<file path="config.mk">
export PLATFORM = sky130hd
export DESIGN_NAME = pulse_freq_counter_flat
export DESIGN_NICKNAME = d
export VERILOG_FILES = /design/src/rtl/neptune_pkg.sv /design/src/rtl/pulse_freq_counter_if.sv /design/src/rtl/pulse_glitch_filter.sv /design/src/rtl/pulse_freq_counter.sv /design/src/flat_wrapper.sv
export SDC_FILE = /design/constraint.sdc
export NUM_CORES = 1
export LEC_CHECK = 0
export CAP_MARGIN = 0
export CORE_MARGIN = 3
export CORE_UTILIZATION = 59
export DETAILED_ROUTE_END_ITERATION = 10
export GPL_ROUTABILITY_DRIVEN = 1
export HOLD_SLACK_MARGIN = 0.1
export PLACE_DENSITY = 0.86
export RECOVER_POWER = 100
export REMOVE_ABC_BUFFERS = 1
export SYNTH_ARGS = -nofsm -noshare
export SYNTH_HDL_FRONTEND = slang
export SYNTH_SLANG_ARGS = --single-unit
export TNS_END_PERCENT = 50
</file>
<file path="constraint.sdc">
create_clock -name clk -period 5 [get_ports clk]
set_input_delay 0.75 -clock clk [delete_from_list [all_inputs] [get_ports clk]]
set_output_delay 0.75 -clock clk [all_outputs]
set_load 0.01 [all_outputs]
</file>
<file path="src/rtl/neptune_pkg.sv">
// neptune_pkg: shared filter state type and parameter defaults for the Neptune pulse front end
package neptune_pkg;
  typedef enum logic [1:0] {LOW, PEND_HI, HIGH, PEND_LO} filt_state_t;
  localparam int DEF_CNT_W       = 8;
  localparam int DEF_WIN_W       = 24;
  localparam int DEF_BASE_WINDOW = 4096;
  localparam int DEF_FILTER      = 2;
endpackage

</file>
<file path="src/rtl/pulse_freq_counter_if.sv">
// pulse_freq_counter_if: valid/ready result channel from the frequency counter to its consumer
interface pulse_freq_counter_if
  import neptune_pkg::*;
#(parameter int CNT_W = DEF_CNT_W);
  logic [CNT_W-1:0] count;
  logic             count_valid;
  logic             count_ready;
  logic             saturated;
  logic             overrun;
  modport master (output count, count_valid, saturated, overrun, input count_ready);
  modport slave  (input count, count_valid, saturated, overrun, output count_ready);
endinterface

</file>
<file path="src/rtl/pulse_glitch_filter.sv">
// pulse_glitch_filter: two-flop synchronizer plus debounce FSM; o_edge strobes once per qualified rising level
module pulse_glitch_filter
  import neptune_pkg::*;
#(parameter int FILTER = DEF_FILTER) (
  input  logic clk,
  input  logic reset,
  input  logic i_pulse,
  output logic o_level,
  output logic o_edge
);
  localparam int FW = FILTER > 1 ? $clog2(FILTER) : 1;
  logic [1:0]    r_sync;
  filt_state_t   r_state;
  logic [FW-1:0] r_cnt;
  logic          w_s, w_done;
  assign w_s    = r_sync[1];
  assign w_done = r_cnt == FW'(FILTER - 1);
  always_ff @(posedge clk or posedge reset)
    if (reset) begin
      r_sync  <= '0;
      r_state <= LOW;
      r_cnt   <= '0;
      o_level <= 1'b0;
      o_edge  <= 1'b0;
    end else begin
      r_sync <= {r_sync[0], i_pulse};
      o_edge <= 1'b0;
      case (r_state)
        LOW:
          if (w_s) begin
            if (FILTER == 1) begin
              r_state <= HIGH;
              o_level <= 1'b1;
              o_edge  <= 1'b1;
            end else begin
              r_state <= PEND_HI;
              r_cnt   <= FW'(1);
            end
          end
        PEND_HI:
          if (!w_s) r_state <= LOW;
          else if (w_done) begin
            r_state <= HIGH;
            o_level <= 1'b1;
            o_edge  <= 1'b1;
          end else r_cnt <= r_cnt + FW'(1);
        HIGH:
          if (!w_s) begin
            if (FILTER == 1) begin
              r_state <= LOW;
              o_level <= 1'b0;
            end else begin
              r_state <= PEND_LO;
              r_cnt   <= FW'(1);
            end
          end
        PEND_LO:
          // a returning 1 cancels the fall without a new edge strobe
          if (w_s) r_state <= HIGH;
          else if (w_done) begin
            r_state <= LOW;
            o_level <= 1'b0;
          end else r_cnt <= r_cnt + FW'(1);
      endcase
    end
endmodule

</file>
<file path="src/rtl/pulse_freq_counter.sv">
// pulse_freq_counter: counts filtered rising edges per gate window of BASE_WINDOW<<clk_config cycles
// and hands each finished window to the consumer through a valid/ready result register.
module pulse_freq_counter
  import neptune_pkg::*;
#(
  parameter int CNT_W       = DEF_CNT_W,
  parameter int WIN_W       = DEF_WIN_W,
  parameter int BASE_WINDOW = DEF_BASE_WINDOW,
  parameter int FILTER      = DEF_FILTER
) (
  input  logic                 clk,
  input  logic                 reset,
  input  logic [2:0]           clk_config,
  input  logic                 pulse_in,
  pulse_freq_counter_if.master bus
);
  localparam logic [WIN_W-1:0] BASE = WIN_W'(BASE_WINDOW);
  localparam logic [CNT_W-1:0] MAX  = '1;
  logic             w_edge, w_unused_level;
  logic [2:0]       r_cfg, w_cfg;
  logic [WIN_W-1:0] r_win, w_last;
  logic [CNT_W-1:0] r_ecnt, w_cnt_nx;
  logic             r_sat, w_sat_nx, w_final, w_hs;
  pulse_glitch_filter #(.FILTER(FILTER)) u_filt (
    .clk     (clk),
    .reset   (reset),
    .i_pulse (pulse_in),
    .o_level (w_unused_level),
    .o_edge  (w_edge)
  );
  // the first cycle of each window (r_win==0) takes clk_config live and latches it
  assign w_cfg    = r_win == '0 ? clk_config : r_cfg;
  assign w_last   = (BASE << w_cfg) - WIN_W'(1);
  assign w_final  = r_win == w_last;
  assign w_cnt_nx = r_ecnt + CNT_W'(w_edge && r_ecnt != MAX);
  assign w_sat_nx = r_sat | (w_cnt_nx == MAX);
  assign w_hs     = bus.count_valid & bus.count_ready;
  always_ff @(posedge clk or posedge reset)
    if (reset) begin
      r_cfg           <= '0;
      r_win           <= '0;
      r_ecnt          <= '0;
      r_sat           <= 1'b0;
      bus.count       <= '0;
      bus.count_valid <= 1'b0;
      bus.saturated   <= 1'b0;
      bus.overrun     <= 1'b0;
    end else begin
      r_cfg  <= w_cfg;
      r_win  <= w_final ? '0 : r_win + WIN_W'(1);
      r_ecnt <= w_final ? '0 : w_cnt_nx;
      r_sat  <= ~w_final & w_sat_nx;
      if (w_final) begin
        bus.count     <= w_cnt_nx;
        bus.saturated <= w_sat_nx;
      end
      bus.count_valid <= w_final | (bus.count_valid & ~bus.count_ready);
      // a load with ready high neither sets nor clears the sticky flag
      bus.overrun <= (w_final & bus.count_valid & ~bus.count_ready) | (bus.overrun & (w_final | ~w_hs));
    end
endmodule

</file>
<file path="src/flat_wrapper.sv">
// flat-port wrapper written by rule: the top's interface ports become plain ports
module pulse_freq_counter_flat import neptune_pkg::*;
#(
  parameter int CNT_W       = DEF_CNT_W,
  parameter int WIN_W       = DEF_WIN_W,
  parameter int BASE_WINDOW = DEF_BASE_WINDOW,
  parameter int FILTER      = DEF_FILTER
)
  (clk, reset, clk_config, pulse_in, bus_count, bus_count_valid, bus_saturated, bus_overrun, bus_count_ready);
  pulse_freq_counter_if #(.CNT_W(CNT_W)) bus_i ();
  input  logic clk;
  input  logic reset;
  input  logic [2:0] clk_config;
  input  logic pulse_in;
  output wire logic [$bits(bus_i.count)-1:0] bus_count;
  output wire logic [$bits(bus_i.count_valid)-1:0] bus_count_valid;
  output wire logic [$bits(bus_i.saturated)-1:0] bus_saturated;
  output wire logic [$bits(bus_i.overrun)-1:0] bus_overrun;
  input wire logic [$bits(bus_i.count_ready)-1:0] bus_count_ready;
  assign bus_count = bus_i.count;
  assign bus_count_valid = bus_i.count_valid;
  assign bus_saturated = bus_i.saturated;
  assign bus_overrun = bus_i.overrun;
  assign bus_i.count_ready = bus_count_ready;
  pulse_freq_counter #(.CNT_W(CNT_W), .WIN_W(WIN_W), .BASE_WINDOW(BASE_WINDOW), .FILTER(FILTER)) u_core (.clk(clk), .reset(reset), .clk_config(clk_config), .pulse_in(pulse_in), .bus(bus_i));
endmodule
</file>
Yosys cells after proc, flatten, opt, wreduce, memory -nomap -nowiden:

Index checks and enable logic that the tools add are counted.
Widths: inputs -> output; s select.

* latch bits: 0
* logic and storage cells: 66
* output and inout bits: 11
* register bits after elaboration: 53
* memories kept: 0
* input bits: 7
* bits in read-only memories: 0
* memory bits (writable): 0

* divide/modulo/power cells: 0
* bitwise logic cells: 13
* multiplexer cells: 19
* magnitude comparators: 0
* shifts and indexed selects: 1
* eq/ne operators: 12
* add/sub/neg operators: 4
* multipliers: 0
* reduce and logical (&&, ||, !) cells: 5

Operator list (number)
* $add 24x1->24 const B: 1
* $eq 24x24->1: 1
* $logic_not 24->1: 1
* $mux 24: 1
* $shl 13x3->24 const A: 1
* $sub 24x1->24 const B: 1
* $mux 2: 6
* $add 8x1->8: 1
* $eq 8x8->1 const B: 1
* $mux 1: 8
* $mux 8: 1
* $ne 2x2->1 const B: 4
* $ne 8x8->1 const B: 1
* $pmux 2 s4: 1
* $reduce_and 4->1: 2
* $and 1x1->1: 6
* $ne 3x3->1 const B: 2
* $eq 2x2->1 const B: 2
* $or 1x1->1: 4
* $pmux 1 s4: 1
* $mux 3: 1
* $not 1->1: 3
* $eq 2x1->1 const B: 1
* $logic_not 2->1: 1
* other kinds (2): 2

Longest topological paths before layout:

* word-level depth: 8
* depth in mapped cells: 16
* gate-level depth less buffers: 15

Hierarchy:

A second synthesis with hierarchy kept.

* cells, all modules: 274
* area, all modules: 2831.5 µm²

By module, submodules not included
* pulse_freq_counter: seq. area each 1176.1 µm², times used 1, area an instance 2596.2 µm², cells an instance 255
* pulse_glitch_filter: seq. area each 175.2 µm², times used 1, area an instance 235.2 µm², cells an instance 19

Worst setup path after synthesis:

No wires, ideal clock.

* kind: reg2reg
* start: register u_core.r_win[0]
* end: register u_core.r_win[12]
* slack: 1.451 ns
* cell stages (with the launch flop): 17
* clock period less this slack: 3.549 ns
* buffers on the path: 1
* arrival time: 3.430 ns
* data required time: 4.881 ns
* setup time: 0.119 ns
* cells stage by stage: dfrtp_1 -> inv_1 -> ha_1 -> nor4b_2 -> nand4_1 -> nor2_4 -> mux2i_1 -> nand3_1 -> ha_1 -> xnor2_1 -> mux2i_1 -> a22oi_1 -> mux2i_1 -> nand3_1 -> nor3_4 -> buf_8 -> nor2_2

* word-level cells in the longest chain between the ends: 6
* elaborated cells on any way between the ends: 7
* those cells by class: add/sub (2); eq/ne (1); shift (1); mux (2); reduce/logical (1)

Ends and longest elaborated chain
* start, declared: RTL line pulse_freq_counter.sv:21 `logic [WIN_W-1:0] r_win, w_last;`
* start signal, assigned: RTL line pulse_freq_counter.sv:50 `r_win <= w_final ? '0 : r_win + WIN_W'(1);`
* $logic_not 24->1: RTL line pulse_freq_counter.sv:32 `assign w_cfg = r_win == '0 ? clk_config : r_cfg;`
* $mux 3: RTL line pulse_freq_counter.sv:32
* $shl 13x3->24: RTL line pulse_freq_counter.sv:33 `assign w_last = (BASE << w_cfg) - WIN_W'(1);`
* $sub 24x1->24: RTL line pulse_freq_counter.sv:33
* $eq 24x24->1: RTL line pulse_freq_counter.sv:34 `assign w_final = r_win == w_last;`
* $mux 24 *: RTL line pulse_freq_counter.sv:50

Mark *: on every way between the ends. The rest lies on a longest branch, timed or not.
A chain may end at the register's enable or synchronous reset.

Final worst setup path:

* start: register u_core.r_win[0]
* end: register u_core.r_win[0]

The elaborated chain is that of the path after synthesis.

==> run_results.csv <==
group,metric,value,unit
status,status,"complete, but fails checks",
status,violations,"capacitance limit, slew limit",
clock_tree,h-tree-depth,2,
critical_path,critical_path.endpoint_type,"flip-flop",
logic_synthesis,netlist.area_leader.share,48.2,%
logic_synthesis,synth_cells,258,
hold_path,hold_start,"u_core.u_filt.r_sync[0]$_DFF_PP0_",
sta,hold_violations,0,
logic_synthesis,syn_area,2750,um^2
critical_path,cp_data_arrival_time,4.52,ns
sta,fin_setup_tns,0,ns
logic_synthesis,synth_edf_count,0,
drt,drtPass1Iterations,4,
clock_tree,clk_path_buf_depth,2,
floorplan,core,4440,um^2
run,cap_violations,1,
critical_path,rrSetupSlack,0.67,ns
logic_synthesis,ys_seq_area_share,48.2,%
drt,wl,5180,um
clock_tree,path_clk_slew,0.09,ns
clock_tree,cts-buffers-inserted,5,
clock_tree,cts-hold-fix-buffers,0,
drt,drt_iter0_drc,109,
clock_tree,insertion_delay,0.31,ns
sta,timing.fmax,231,MHz
final_layout,syn_to_final_growth,10.2,%
drt,antenna_left,0,
final_layout,drive_gt1_share,11.6,%
logic_synthesis,synth-warning-count,0,
sta,fin_skew,0.00610,ns
hold_path,min_path_type,"reg -> reg",
global_route,grt_usage,22.0,%
critical_path,crit_type,"reg -> reg",
critical_path,critPathMaxFanout,11,
clock_tree,clock-sinks,53,
logic_synthesis,synth_common_cells,"dfrtp_1, nor2_1, xnor2_1, nand2_1, nand3_1",
critical_path,startpoint_type,"flip-flop",
drt,num_vias,1887,
floorplan,die_y,74.3,um
critical_path,r2r-end,"u_core.r_win[0]$_DFF_PP0_",
logic_synthesis,synth_flop_cell,"dfrtp_1",
clock_tree,cts_resized,0,
logic_synthesis,yosys-top-cells-area,"dfrtp_1, xnor2_1, xor2_1",
power,power_leakage,1.28,nW
critical_path,r2r_cells,16,
sta,grt_setup_unrepaired,"false",
global_route,antenna_found_initial,0,
sta,relSlewSlack,-28.4,%
hold_path,hold_depth,0,
final_layout,fill_cells,368,
power,power_density,306,nW/um^2
place,port_buffers,17,
logic_synthesis,yosysMostFrequentCell,"dfrtp_1",
final_layout,fin_util,68.2,%
drt,viasPerCell,5.75,
place,gp_congestion,0.851,
global_route,overflow,0,
sta,worst_pin_slew,1.92,ns
global_route,grt_start_max_net_pins,54,
logic_synthesis,synth_area_leader_cell,"dfrtp_1",
critical_path,r2r_start,"u_core.r_win[0]$_DFF_PP0_",
clock_tree,cts-root-buf,"clkbuf_8",
floorplan,dieWidth,74.3,um
floorplan,pin_count,18,
drt,drc,0,
global_route,grt_pass1_vias,1954,
sta,setup_viol,0,
global_route,grt_pass1_wl,9150,um
logic_synthesis,async_reset_ff_share,100,%
sta,worst_hold_slack,0.370,ns
logic_synthesis,synth_cell_types,45,
sta,min_period,4.33,ns
drt,detail_route.wl_per_cell,15.8,um
place,dpl.hpwl,3650,um
final_layout,finish.net_count,287,
clock_tree,cts_tree,"built",
floorplan,initial_core_util,61.9,%
logic_synthesis,synth-seq-cells,53,
floorplan,die-area,5520,um^2
sta,finalCritPeriodShare,86.6,%
final_layout,diodes,0,
hold_path,hold_path_end,"u_core.u_filt.r_sync[1]$_DFF_PP0_",
critical_path,required,5.19,ns
sta,report.final.slew_viol_count,54,
floorplan,fp-row-count,24,
clock_tree,cts_setup_buffers,0,
logic_synthesis,syn_area_per_cell,10.7,um^2
power,ir_drop,0.289,mV
==> cell families (layout without fill, tap and decap cells) <==
logic type	Yosys count	in the layout	synth area share (%)
flip-flops	53	53	48.2
AO/OA/AOI/OAI	21	21	5.95
multiplexers	13	13	5.64
AND/OR/NAND/NOR	117	117	24.0
adder cells (fa/ha/maj)	5	5	2.27
buffers and inverters	16	34	3.45
XOR/XNOR	33	33	10.5
==> critical path: stages (launching register included) <==
cell	delay (ns)
dfrtp_1	0.44
inv_1	0.08
ha_1	0.15
nor4b_2	0.24
nand4_1	0.23
nor2_4	0.27
mux2i_1	0.42
nand3_1	0.13
ha_1	0.28
xnor2_1	0.38
mux2i_1	0.23
a22oi_1	0.10
mux2i_1	0.25
nand3_1	0.13
nor3_2	0.48
buf_4	0.32
nor2_1	0.08
==> final cells by class <==
cell class	instances	area [um^2]	area share, %
clock inverters	3	65.1	2.15
inverters	8	30.0	0.990
repair buffers	18	178	5.86
well taps	52	65.1	2.15
clock buffers	5	68.8	2.27
multi-input cells	189	1300	42.9
flip-flops and latches	53	1330	43.7
==> registers in the layout (all words and copies together) (netlist names), named ones only <==
signal	flops
u_core.r_ecnt	8
u_core.bus.count	8
u_core.bus.overrun	1
u_core.bus.count_valid	1
u_core.bus.saturated	1
u_core.r_cfg	3
u_core.u_filt.r_sync	2
u_core.r_sat	1
u_core.u_filt.r_cnt	1
u_core.u_filt.r_state	1
u_core.u_filt.o_edge	1
u_core.r_win	24
==> metrics by stage <==
stage / total power, mW / std cells / setup slack [ns] / cell area (um^2)
2_1_floorplan: 0.570 / 250 / 1.28 / 2690
3_3_place_gp: 0.596 / 320 / 0.834 / 2930
3_5_place_dp: 0.602 / 320 / 0.663 / 2930
4_1_cts: 0.936 / 328 / 0.592 / 3060
5_1_grt: 0.976 / 328 / 0.160 / 3030
6_report: 0.927 / 328 / 0.672 / 3030
==> layer usage <==
metal | global-route usage, % | routed length (um) | vias to the layer above
li1 | - | - | 920
met1 | 26.4 | 2260 | 931
met4 | 8.10 | 125 | 0
met3 | 4.19 | 110 | 11
met5 | 0 | 0 | -
met2 | 39.3 | 2680 | 25
==> worst max path at each step <==
| stage | from | to | slack, ns | cells past startpoint |
|---|---|---|---|---|
| 2_1_floorplan | u_core.r_win[0]$_DFF_PP0_ | u_core.bus.count[0]$_DFFE_PP0N_ | 1.28 | 14 |
| 3_3_place_gp | u_core.r_win[0]$_DFF_PP0_ | u_core.bus.count[0]$_DFFE_PP0N_ | 0.83 | 14 |
| 3_5_place_dp | u_core.r_win[0]$_DFF_PP0_ | u_core.bus.count[5]$_DFFE_PP0N_ | 0.66 | 14 |
| 4_1_cts | u_core.r_win[0]$_DFF_PP0_ | u_core.bus.count[2]$_DFFE_PP0N_ | 0.59 | 14 |
| 5_1_grt | u_core.r_win[0]$_DFF_PP0_ | u_core.bus.count[2]$_DFFE_PP0N_ | 0.16 | 14 |
| 6_report | u_core.r_win[0]$_DFF_PP0_ | u_core.r_win[0]$_DFF_PP0_ | 0.67 | 16 |
==> where the power goes <==
part	total [mW]	switching, mW	internal (mW)
registers	0.492	0.0295	0.463
logic	0.100	0.0551	0.0450
clock network	0.335	0.136	0.199
==> cell usage in the layout, fill, tap and decap left out, types with 2 or more instances in the layout <==
cell type and n:
a21oi_1 2, a22oi_1 2, and2_0 5, and3_1 3
and4_1 3, bufinv_16 2, clkbuf_8 5, clkdlybuf4s50_1 4
dfrtp_1 53, dlygate4sd3_1 13, ha_1 5, inv_1 8
mux2_1 4, mux2_2 4, mux2i_1 5, nand2_1 18
nand3_1 17, nand4_1 8, nor2_1 26, nor2_2 7
nor3_1 6, nor3_2 2, nor3b_1 4, nor4_1 5
o21ai_0 9, or3_1 3, or3b_1 2, xnor2_1 20
xor2_1 13
Note: power is estimated with default switching activity, not from simulation.
